File: src/rtl/fifo_ms_merge_pkg.sv
// Shared types and width helpers for the multi-stream merge FIFO.
package fifo_ms_pkg;

  localparam int unsigned WIDTH_DEF = 8;
  localparam int unsigned DEPTH_DEF = 4;
  localparam int unsigned FLUX_DEF  = 2;

  // Index width for n entries, never narrower than one bit.
  function automatic int unsigned ptr_w(input int unsigned n);
    return (n > 2) ? $clog2(n) : 1;
  endfunction

  typedef logic [ptr_w(FLUX_DEF)-1:0] flux_idx_t;

  localparam int unsigned CNT_W = ptr_w(DEPTH_DEF) + 1;

endpackage

File: src/rtl/fifo_ms_merge_if.sv
// Per-flux write side plus serial output handshake of the merge FIFO.
interface fifo_ms_merge_if
  import fifo_ms_pkg::*;
#(
  parameter int unsigned WIDTH = WIDTH_DEF,
  parameter int unsigned FLUX  = FLUX_DEF
);

  logic [FLUX-1:0]       wr;
  logic [FLUX*WIDTH-1:0] datain;
  logic [FLUX-1:0]       full;
  logic                  out_write;
  logic [WIDTH-1:0]      out_dataout;
  logic                  out_full;

  modport master (
    output wr, datain, out_full,
    input  full, out_write, out_dataout
  );

  modport slave (
    input  wr, datain, out_full,
    output full, out_write, out_dataout
  );

endinterface

File: src/rtl/fifo_ms_merge_lane.sv
// Single-flux circular buffer; writes to a full queue are dropped.
module fifo_ms_lane
  import fifo_ms_pkg::*;
#(
  parameter int unsigned WIDTH = WIDTH_DEF,
  parameter int unsigned DEPTH = DEPTH_DEF,
  localparam int unsigned PW   = ptr_w(DEPTH),
  localparam int unsigned CW   = PW + 1
) (
  input  logic             ck,
  input  logic             rst,
  input  logic             wr,
  input  logic [WIDTH-1:0] din,
  input  logic             rd,
  output logic             full,
  output logic             empty,
  output logic [CW-1:0]    count,
  output logic [WIDTH-1:0] dout
);

  logic [WIDTH-1:0] mem_q [DEPTH];
  logic [WIDTH-1:0] mem_d [DEPTH];
  logic [PW-1:0]    wp_q, wp_d;
  logic [PW-1:0]    rp_q, rp_d;
  logic [CW-1:0]    cnt_q, cnt_d;
  logic             push, pop;

  assign full  = (cnt_q == CW'(DEPTH));
  assign empty = (cnt_q == '0);
  assign count = cnt_q;
  assign dout  = mem_q[rp_q];

  // full is judged on the pre-edge count, so a same-edge pop never frees room.
  assign push = wr & ~full;
  assign pop  = rd & ~empty;

  always_comb begin
    mem_d = mem_q;
    wp_d  = wp_q;
    rp_d  = rp_q;
    cnt_d = cnt_q;
    if (push) begin
      mem_d[wp_q] = din;
      wp_d        = wp_q + PW'(1);
    end
    if (pop) begin
      rp_d = rp_q + PW'(1);
    end
    case ({push, pop})
      2'b10:   cnt_d = cnt_q + CW'(1);
      2'b01:   cnt_d = cnt_q - CW'(1);
      default: cnt_d = cnt_q;
    endcase
  end

  always_ff @(posedge ck or negedge rst) begin
    if (!rst) begin
      mem_q <= '{default: '0};
      wp_q  <= '0;
      rp_q  <= '0;
      cnt_q <= '0;
    end else begin
      mem_q <= mem_d;
      wp_q  <= wp_d;
      rp_q  <= rp_d;
      cnt_q <= cnt_d;
    end
  end

endmodule

File: src/rtl/fifo_ms_merge.sv
// Merges FLUX per-flux queues onto one registered output in rotating flux order.
// Define FIFO_MS_MERGE_SKIP_EN for work-conserving round robin that skips empty fluxes.
module fifo_ms_merge
  import fifo_ms_pkg::*;
#(
  parameter int unsigned WIDTH = WIDTH_DEF,
  parameter int unsigned DEPTH = DEPTH_DEF,
  parameter int unsigned FLUX  = FLUX_DEF
) (
  input  logic           ck,
  input  logic           rst,
  fifo_ms_merge_if.slave io
);

  localparam int unsigned FW = ptr_w(FLUX);
  localparam int unsigned CW = ptr_w(DEPTH) + 1;

  logic [FLUX-1:0]  lane_full;
  logic [FLUX-1:0]  lane_empty;
  logic [CW-1:0]    lane_cnt  [FLUX];
  logic [WIDTH-1:0] lane_dout [FLUX];
  logic [FLUX-1:0]  avail;
  logic [FLUX-1:0]  rd_c;

  logic [FW-1:0]    cur_flux_q, cur_flux_d;
  logic             out_write_q, out_write_d;
  logic [WIDTH-1:0] out_dataout_q, out_dataout_d;

  logic [FW-1:0]    sel;
  logic             found;
  logic             pop_c;

  for (genvar f = 0; f < FLUX; f++) begin : g_lane
    fifo_ms_lane #(
      .WIDTH (WIDTH),
      .DEPTH (DEPTH)
    ) u_lane (
      .ck    (ck),
      .rst   (rst),
      .wr    (io.wr[f]),
      .din   (io.datain[f*WIDTH +: WIDTH]),
      .rd    (rd_c[f]),
      .full  (lane_full[f]),
      .empty (lane_empty[f]),
      .count (lane_cnt[f]),
      .dout  (lane_dout[f])
    );

    // empty and count must agree for every lane.
    a_empty_cnt: assert property (@(posedge ck) disable iff (!rst)
      lane_empty[f] == (lane_cnt[f] == '0));
  end

  assign avail = ~lane_empty;

  // Flux selection, pop decision and next-state of selector/output register.
  always_comb begin
    sel           = cur_flux_q;
    found         = 1'b0;
    rd_c          = '0;
    cur_flux_d    = cur_flux_q;
    out_dataout_d = out_dataout_q;
`ifdef FIFO_MS_MERGE_SKIP_EN
    for (int unsigned i = 0; i < FLUX; i++) begin
      logic [FW-1:0] idx;
      idx = FW'((32'(cur_flux_q) + i) % FLUX);
      if (!found && avail[idx]) begin
        found = 1'b1;
        sel   = idx;
      end
    end
`else
    found = avail[cur_flux_q];
`endif
    pop_c       = found & ~io.out_full;
    out_write_d = pop_c;
    if (pop_c) begin
      out_dataout_d = lane_dout[sel];
      cur_flux_d    = (sel == FW'(FLUX - 1)) ? '0 : sel + FW'(1);
    end
    for (int f = 0; f < FLUX; f++) begin
      rd_c[f] = pop_c & (sel == FW'(f));
    end
  end

  always_ff @(posedge ck or negedge rst) begin
    if (!rst) begin
      cur_flux_q    <= '0;
      out_write_q   <= 1'b0;
      out_dataout_q <= '0;
    end else begin
      cur_flux_q    <= cur_flux_d;
      out_write_q   <= out_write_d;
      out_dataout_q <= out_dataout_d;
    end
  end

  assign io.full        = lane_full;
  assign io.out_write   = out_write_q;
  assign io.out_dataout = out_dataout_q;

endmodule
File: src/flat_wrapper.sv
// flat-port wrapper written by rule: the top's interface ports become plain ports
module fifo_ms_merge_flat import fifo_ms_pkg::*;
#(
  parameter int unsigned WIDTH = WIDTH_DEF,
  parameter int unsigned DEPTH = DEPTH_DEF,
  parameter int unsigned FLUX  = FLUX_DEF
)
  (ck, rst, io_wr, io_datain, io_out_full, io_full, io_out_write, io_out_dataout);
  fifo_ms_merge_if #(.WIDTH(WIDTH), .FLUX(FLUX)) io_i ();
  input  logic ck;
  input  logic rst;
  input wire logic [$bits(io_i.wr)-1:0] io_wr;
  input wire logic [$bits(io_i.datain)-1:0] io_datain;
  input wire logic [$bits(io_i.out_full)-1:0] io_out_full;
  output wire logic [$bits(io_i.full)-1:0] io_full;
  output wire logic [$bits(io_i.out_write)-1:0] io_out_write;
  output wire logic [$bits(io_i.out_dataout)-1:0] io_out_dataout;
  assign io_i.wr = io_wr;
  assign io_i.datain = io_datain;
  assign io_i.out_full = io_out_full;
  assign io_full = io_i.full;
  assign io_out_write = io_i.out_write;
  assign io_out_dataout = io_i.out_dataout;
  fifo_ms_merge #(.WIDTH(WIDTH), .DEPTH(DEPTH), .FLUX(FLUX)) u_core (.ck(ck), .rst(rst), .io(io_i));
endmodule
File: config.mk
export PLATFORM = sky130hd
export DESIGN_NAME = fifo_ms_merge_flat
export DESIGN_NICKNAME = d
export VERILOG_FILES = /design/src/rtl/fifo_ms_merge_pkg.sv /design/src/rtl/fifo_ms_merge_if.sv /design/src/rtl/fifo_ms_merge_lane.sv /design/src/rtl/fifo_ms_merge.sv /design/src/flat_wrapper.sv
export SDC_FILE = /design/constraint.sdc
export NUM_CORES = 1
export LEC_CHECK = 0
export BUFFER_PORTS_ARGS = -buffer_cell sky130_fd_sc_hd__buf_2
export CAP_MARGIN = 25
export CELL_PAD_IN_SITES_DETAIL_PLACEMENT = 1
export CELL_PAD_IN_SITES_GLOBAL_PLACEMENT = 2
export CORE_MARGIN = 3
export CORE_UTILIZATION = 39
export DETAILED_ROUTE_END_ITERATION = 10
export PLACE_DENSITY = 0.86
export SKIP_LAST_GASP = 1
export SYNTH_ARGS = -nofsm -noshare
export SYNTH_HDL_FRONTEND = slang
export SYNTH_HIERARCHICAL = 1
export SYNTH_SLANG_ARGS = --single-unit
File: constraint.sdc
create_clock -name ck -period 2.2 [get_ports ck]
set_input_delay 0.22 -clock ck [delete_from_list [all_inputs] [get_ports ck]]
set_output_delay 0.22 -clock ck [all_outputs]
set_load 0.005 [all_outputs]
==> metrics.cfg, run 1 <==
[route]
route.vias.total=2246
wire_per_inst_um=17.4
drc_errors=0
drt_iter0_markers=40
first_pass_iters=3
vias_per_cell=5.01
drtAntennaViolNets=0
drt_wl_total_um=7800

[pwr]
p_leak_nw=2.01
power_frac_seq_pct=42.1
combPwrFrac_pct=40.8
p_per_area_nw_per_um2=1530
p_total_mw=7.18
irDropWorstVdd_mv=0.441
p_int_mw=4.93
p_sw_share_pct=31.4
netSwitchingPower_mw=2.25
p_clk_share_pct=17.1

[clock_network]
cts-root-buf=clkbuf_8
cts_tree=built
cts_sinks=88
htreeDepth=3
cts_buffer_depth=2
clkSlewWorstSetupHoldPaths_ns=0.10
numCtsBuffers=9
clk_latency_ns=0.36

[setup_path]
worstPathRequired_ns=2.47
reg2reg_depth=9
arrival_ns=2.31
worst_setup_path_start_kind=register
critPathCaptureType=register
crit_type=register to register
crit_fanout=4

[sta]
fin_crit_ns=2.04
clock_skew_ns=0.0113
setup_ws_ns=0.157
finalMaxSlewViolations=0
setup_tns_ns=0
setup_viol=0
fmax_mhz=490
maxSlewHeadroom_pct=63.3
tightest_slew_ns=0.548
fin_crit_sh_pct=92.8
hold_viol_final=0
hold_ws_ns=0.129

[logic_synthesis]
yosys-top-cells-count=dfrtp_1 (88), mux2_2 (82), mux4_2 (16)
syn_avg_cell_area_um2=15.5
ys.flop_type=dfrtp_1
synth.most_common_cell=dfrtp_1
ys_warn_count=6
syn_nets=295
synthTopCellsByArea=dfrtp_1 (54%), mux2_2 (23%), mux4_2 (8.9%)
synth_cells=262
yosysTopAreaCell=dfrtp_1
ys_seq_elements=88
synth_seq_area_share_pct=54.3
syn-cell-area_um2=4050
synth_cell_types=21
yosysTopAreaCellShare_pct=54.3
async_reset_ff_share_pct=100
synth_edf_count=0

[place]
preCtsSetupSlack_ns=-0.00975
hpwl_um=5570
portBuffers=31
gp_congestion=0.721
place_inst=429
dpl-instance-area_um2=4430

[finish]
nets=343
n_antenna_cell=0
final_util_pct=47.1
fillCellCount=995
syn2layout_area_growth_pct=15.6
final_cells=448
design_area_um2=4690
drive_gt1_share_pct=54.6

[floorplanning]
dieArea_um2=11700
die_y_um=108
num_io_pins=32
rows=36
core_um2=9950
chipWidth_um=108
initial_core_util_pct=40.7

[global_route]
grt_overflow=0
grt_first_pass_wirelength_um=12900
antenna_found_initial=0
track_usage_pct=14.6
grt_max_degree=64
grt_pass1_vias=2559

[flow_run]
drv_cap=0

[run_status]
status=finished, final reports clean

[worst_hold_path]
hold_class=input pin to register
holdPathStages=2

==> final timing paths <==
| path | startpoint | endpoint | slack, ns |
|---|---|---|---|
| setup / recovery | u_core/g_lane[1].u_lane/count[0] | u_core/g_lane[1].u_lane/count[2] | 0.16 |
| hold / removal | io_datain[3] | u_core/g_lane[0].u_lane/mem_q[11] | 0.13 |
| hold reg to reg | u_core/g_lane[0].u_lane/mem_q[13] | u_core/g_lane[0].u_lane/mem_q[13] | 0.51 |
| min in group asynchronous | rst | u_core/g_lane[0].u_lane/mem_q[16] | 0.31 |
| max in group asynchronous | rst | u_core/g_lane[1].u_lane/mem_q[14] | 1.23 |
| setup reg to reg | u_core/g_lane[1].u_lane/count[0] | u_core/g_lane[1].u_lane/count[2] | 0.16 |
==> flip-flops by register name, summed over array words and instances (netlist names) <==
signal	count
u_core/cur_flux_q	1
u_core/g_lane.u_lane/count	6
u_core/g_lane.u_lane/mem_q	64
u_core/g_lane.u_lane/rp_q	4
u_core/g_lane.u_lane/wp_q	4
u_core/io.out_dataout	8
u_core/io.out_write	1
==> cell type report <==
| class | count | area, um2 | area share, % |
|---|---|---|---|
| clock inverter | 6 | 91.3 | 1.95 |
| sequential | 88 | 2200 | 47.0 |
| multi-input combinational | 159 | 1810 | 38.5 |
| inverter | 10 | 37.5 | 0.801 |
| tap | 133 | 166 | 3.55 |
| timing repair buffer | 42 | 255 | 5.45 |
| clock buffer | 10 | 128 | 2.72 |
==> cell families after synthesis <==
group,count (synthesis),share of synthesized area [%]
simple gates,32,4.38
fa+ha+maj,12,4.07
xor+xnor,12,2.59
flops,88,54.3
compound gates,3,0.988
buf+inv,15,1.48
mux,100,32.2
==> timing repair <==
action	CTS	global route
setup endpoints to repair	1	2
endpoints found under the hold margin	25	0
pin swaps	0	1
hold buffers	1	0
gates cloned	0	0
resized for setup	1	3
setup buffers	0	2
==> metal layers <==
layer	routed length (um)	part of all wire, %	global-route usage (%)	up-vias
li1	-	-	-	1032
met3	132	1.7	1.97	8
met2	4040	52	24.8	21
met4	154	2.0	6.49	0
met5	0	0	0	-
met1	3480	45	18.8	1185
==> cell usage in the layout, fill, tap and decap left out, types with 2 or more instances in the layout <==
cell type	Yosys	final
buf_2	3	30
buf_4	0	10
bufinv_16	0	2
clkbuf_8	0	9
clkinvlp_4	0	3
dfrtp_1	88	88
fa_1	2	2
ha_1	10	9
inv_1	10	10
mux2_2	82	82
mux2i_1	2	2
mux4_2	16	16
nand2_1	10	10
nor2_1	5	5
nor2_2	8	8
nor3_1	3	2
nor3b_2	2	3
o31a_2	2	2
xnor2_1	6	6
xor2_1	6	6
==> power by group through the flow <==
stage                     Sequential (mW)  Clock, mW  Combinational (mW)
after global routing                 3.14       1.35                3.23
after detailed placement             3.06          0                2.98
after CTS                            3.03       1.26                2.99
final                                3.02       1.23                2.93
after floorplan                      2.83          0                2.33
after global placement               2.99          0                2.85
==> critical path: stages (launching register included) <==
cell and delay [ns]:
dfrtp_1 0.42, buf_4 0.17, nor3b_2 0.18, or2b_4 0.16, ha_2 0.18, inv_1 0.05, fa_1 0.38, xor2_1 0.15
nor2_1 0.11, xor2_1 0.15
Note: power is estimated with default switching activity, not from simulation.
==> run 2, diff against run 1 <==
--- a/config.mk
+++ b/config.mk
@@ -10,9 +10,9 @@
 export CELL_PAD_IN_SITES_DETAIL_PLACEMENT = 1
 export CELL_PAD_IN_SITES_GLOBAL_PLACEMENT = 2
 export CORE_MARGIN = 3
-export CORE_UTILIZATION = 39
+export CORE_UTILIZATION = 43
 export DETAILED_ROUTE_END_ITERATION = 10
-export PLACE_DENSITY = 0.86
+export PLACE_DENSITY_LB_ADDON = 0.1
 export SKIP_LAST_GASP = 1
 export SYNTH_ARGS = -nofsm -noshare
 export SYNTH_HDL_FRONTEND = slang
==> constraint.sdc (replaced) <==
create_clock -name ck -period 2 [get_ports ck]
set_input_delay 0.2 -clock ck [delete_from_list [all_inputs] [get_ports ck]]
set_output_delay 0.2 -clock ck [all_outputs]
set_load 0.005 [all_outputs]
==> run 2 against run 1 <==
Effect of this change: clock-buffer cell count is the same; critical path depth is the same; wire length shrank 0.94%; cell count shrank 1.1%; sequential power grew 9.6%; first-iteration DRC count grew 43%; clock skew grew 0.00077 ns; design area grew 3.7%; worst setup slack lost 0.080 ns; clock power grew 13%.
==> metrics.cfg, run 2 (synthesized netlist as in run 1, its figures left out) <==
[run_status]
status=finished, final reports clean  ; unchanged

[place]
place_inst=421  ; was 429
gp_congestion=0.776  ; was 0.721
portBuffers=31  ; unchanged
hpwl_um=5480  ; was 5570 um

[setup_path]
crit_top_cell=xor2_1  ; unchanged
crit_buf_inv=2  ; unchanged
worst_setup_path_start_kind=register  ; unchanged
critPathCaptureType=register  ; unchanged
cp_cell_sequence=buf_4, nor3b_2, or2b_4, ha_4, inv_1, fa_2, xor2_1, nor2_1, xor2_1  ; was buf_4, nor3b_2, or2b_4, ha_2, inv_1, fa_1, xor2_1, nor2_1, xor2_1
slowest_stage=dfrtp_1  ; unchanged
critPathMaxStageDelay_ns=0.39  ; was 0.42 ns
arrival_ns=2.20  ; was 2.31 ns
cpLargestDelayFamily=simple AND/OR/NAND/NOR gates  ; was adder cells
crit_fanout=4  ; unchanged
crit_type=register to register  ; unchanged
worstPathRequired_ns=2.27  ; was 2.47 ns

[route]
drt-met1-wl_um=3670  ; was 3480 um
met3_length_um=209  ; was 132 um
route.vias.total=2292  ; was 2,246
drtAntennaViolNets=0  ; unchanged
vias_per_cell=5.17  ; was 5.01
drt_iter0_markers=57  ; was 40
wire_per_inst_um=17.4  ; about the same
first_pass_iters=3  ; unchanged
top_layer=met4  ; unchanged
dr_wl_met2_um=3750  ; was 4040 um
drc_errors=0  ; unchanged
drt_wl_total_um=7730  ; was 7800 um

[sta]
fmax_mhz=520  ; was 490 MHz
setup_viol=0  ; unchanged
maxSlewHeadroom_pct=63.2  ; was 63.3%
finalMaxSlewViolations=0  ; unchanged
clock_skew_ns=0.0121  ; was 0.0113 ns
tightest_slew_ns=0.550  ; was 0.548 ns
setup_tns_ns=0  ; unchanged
fin_crit_sh_pct=96.1  ; was 92.8%
grt_setup_unrepaired=true
fin_crit_ns=1.92  ; was 2.04 ns
hold_viol_final=0  ; unchanged
hold_ws_ns=0.113  ; was 0.129 ns

[global_route]
antenna_found_initial=0  ; unchanged
grt_first_pass_wirelength_um=12500  ; was 12,900 um
grt_overflow=0  ; unchanged
track_usage_pct=15.7  ; was 14.6%
grt_max_degree=54  ; was 64
grt_pass1_vias=2501  ; was 2,559

[finish]
drive_gt1_share_pct=59.4  ; was 54.6%
largest_register_ffs=64  ; unchanged
top_register=u_core/g_lane.u_lane/mem_q  ; unchanged
final_common_cell=dfrtp_1  ; unchanged
final_cell_mix=dfrtp_1 (85), mux2_2 (82), buf_2 (30), buf_4 (29), mux4_2 (16)  ; was dfrtp_1 (88), mux2_2 (82), buf_2 (30), mux4_2 (16)
n_antenna_cell=0  ; unchanged
syn2layout_area_growth_pct=19.9  ; was 15.6%
nets=363  ; was 343
final_cells=443  ; was 448

[clock_network]
htreeDepth=3  ; unchanged
cts_sinks=88  ; unchanged
cts_buffer_depth=2  ; unchanged
cts-root-buf=clkbuf_8  ; unchanged
cts_tree=built  ; unchanged
numCtsBuffers=9  ; unchanged
clk_latency_ns=0.35  ; was 0.36 ns
clkSlewWorstSetupHoldPaths_ns=0.09  ; was 0.10 ns

[worst_hold_path]
hold_class=input pin to register  ; unchanged

[floorplanning]
initial_core_util_pct=45.4  ; was 40.7%
num_io_pins=32  ; unchanged
dieArea_um2=10600  ; was 11,700 um2
die_y_um=103  ; was 108 um
rows=34  ; was 36
core_um2=8930  ; was 9950 um2
chipWidth_um=103  ; was 108 um

[pwr]
irDropWorstVdd_mv=0.694  ; was 0.441 mV
p_leak_nw=2.13  ; was 2.01 nW
p_per_area_nw_per_um2=1690  ; was 1530 nW/um2

[flow_run]
drv_cap=0  ; unchanged

[run 2: path summary, 6_finish.rpt]
| path | start | end | slack, ns | cells after the start |
|---|---|---|---|---|
| setup / recovery | u_core/g_lane[1].u_lane/count[0] | u_core/g_lane[1].u_lane/count[2] | 0.08 | 9 |
| hold / removal | io_datain[14] | u_core/g_lane[1].u_lane/mem_q[6] | 0.11 | 2 |
| setup reg to reg | u_core/g_lane[1].u_lane/count[0] | u_core/g_lane[1].u_lane/count[2] | 0.08 | 9 |
| hold reg to reg | u_core/io.out_dataout[4] | u_core/io.out_dataout[4] | 0.51 | 1 |
| max in group asynchronous | rst | u_core/g_lane[0].u_lane/count[1] | 1.20 | 3 |
| min in group asynchronous | rst | u_core/g_lane[1].u_lane/mem_q[22] | 0.24 | 2 |
[run 2: cell type report]
| cell class | instances | area, um2 |
|---|---|---|
| clock buffers | 10 | 138 |
| inverters | 10 | 37.5 |
| fillers | 893 | 4070 |
| clock inverters | 6 | 91.3 |
| flip-flops and latches | 88 | 2210 |
| repair buffers | 62 | 418 |
| well taps | 108 | 135 |
| multi-input cells | 159 | 1840 |
[run 2: where the power goes]
part	internal [mW]	switching (mW)	leakage, nW
Clock	0.742	0.651	0.105
Combinational	2.23	1.29	0.984
Sequential	2.72	0.592	1.04
Total	5.68	2.53	2.13
[run 2: per-layer routing]
layer | up-vias | track usage (%)
li1 | 1071 | -
met1 | 1184 | 21.1
met2 | 28 | 25.2
met3 | 9 | 3.72
met4 | 0 | 5.08
met5 | - | 0
[run 2: through the flow]
stage                     worst slack [ns]  instance area [um2]  total power, mW  util, %
after CTS                          0.00206                 4790             8.25     53.6
after global placement              0.0465                 4540             6.67     50.9
after detailed placement           -0.0751                 4540             6.83     50.9
after floorplan                    -0.0772                 4060             5.70        -
after global routing               -0.0463                 4860             8.85     54.4
final                               0.0778                 4860             8.22     54.4
[run 2: what timing repair did]
| action | in CTS | in global routing |
|---|---|---|
| gates resized for setup | 1 | 11 |
| pin swaps | 0 | 7 |
| hold buffers | 1 | 0 |
| buffers inserted | 0 | 5 |
| hold endpoints to repair | 15 | 0 |
| setup endpoints to repair | 1 | 2 |
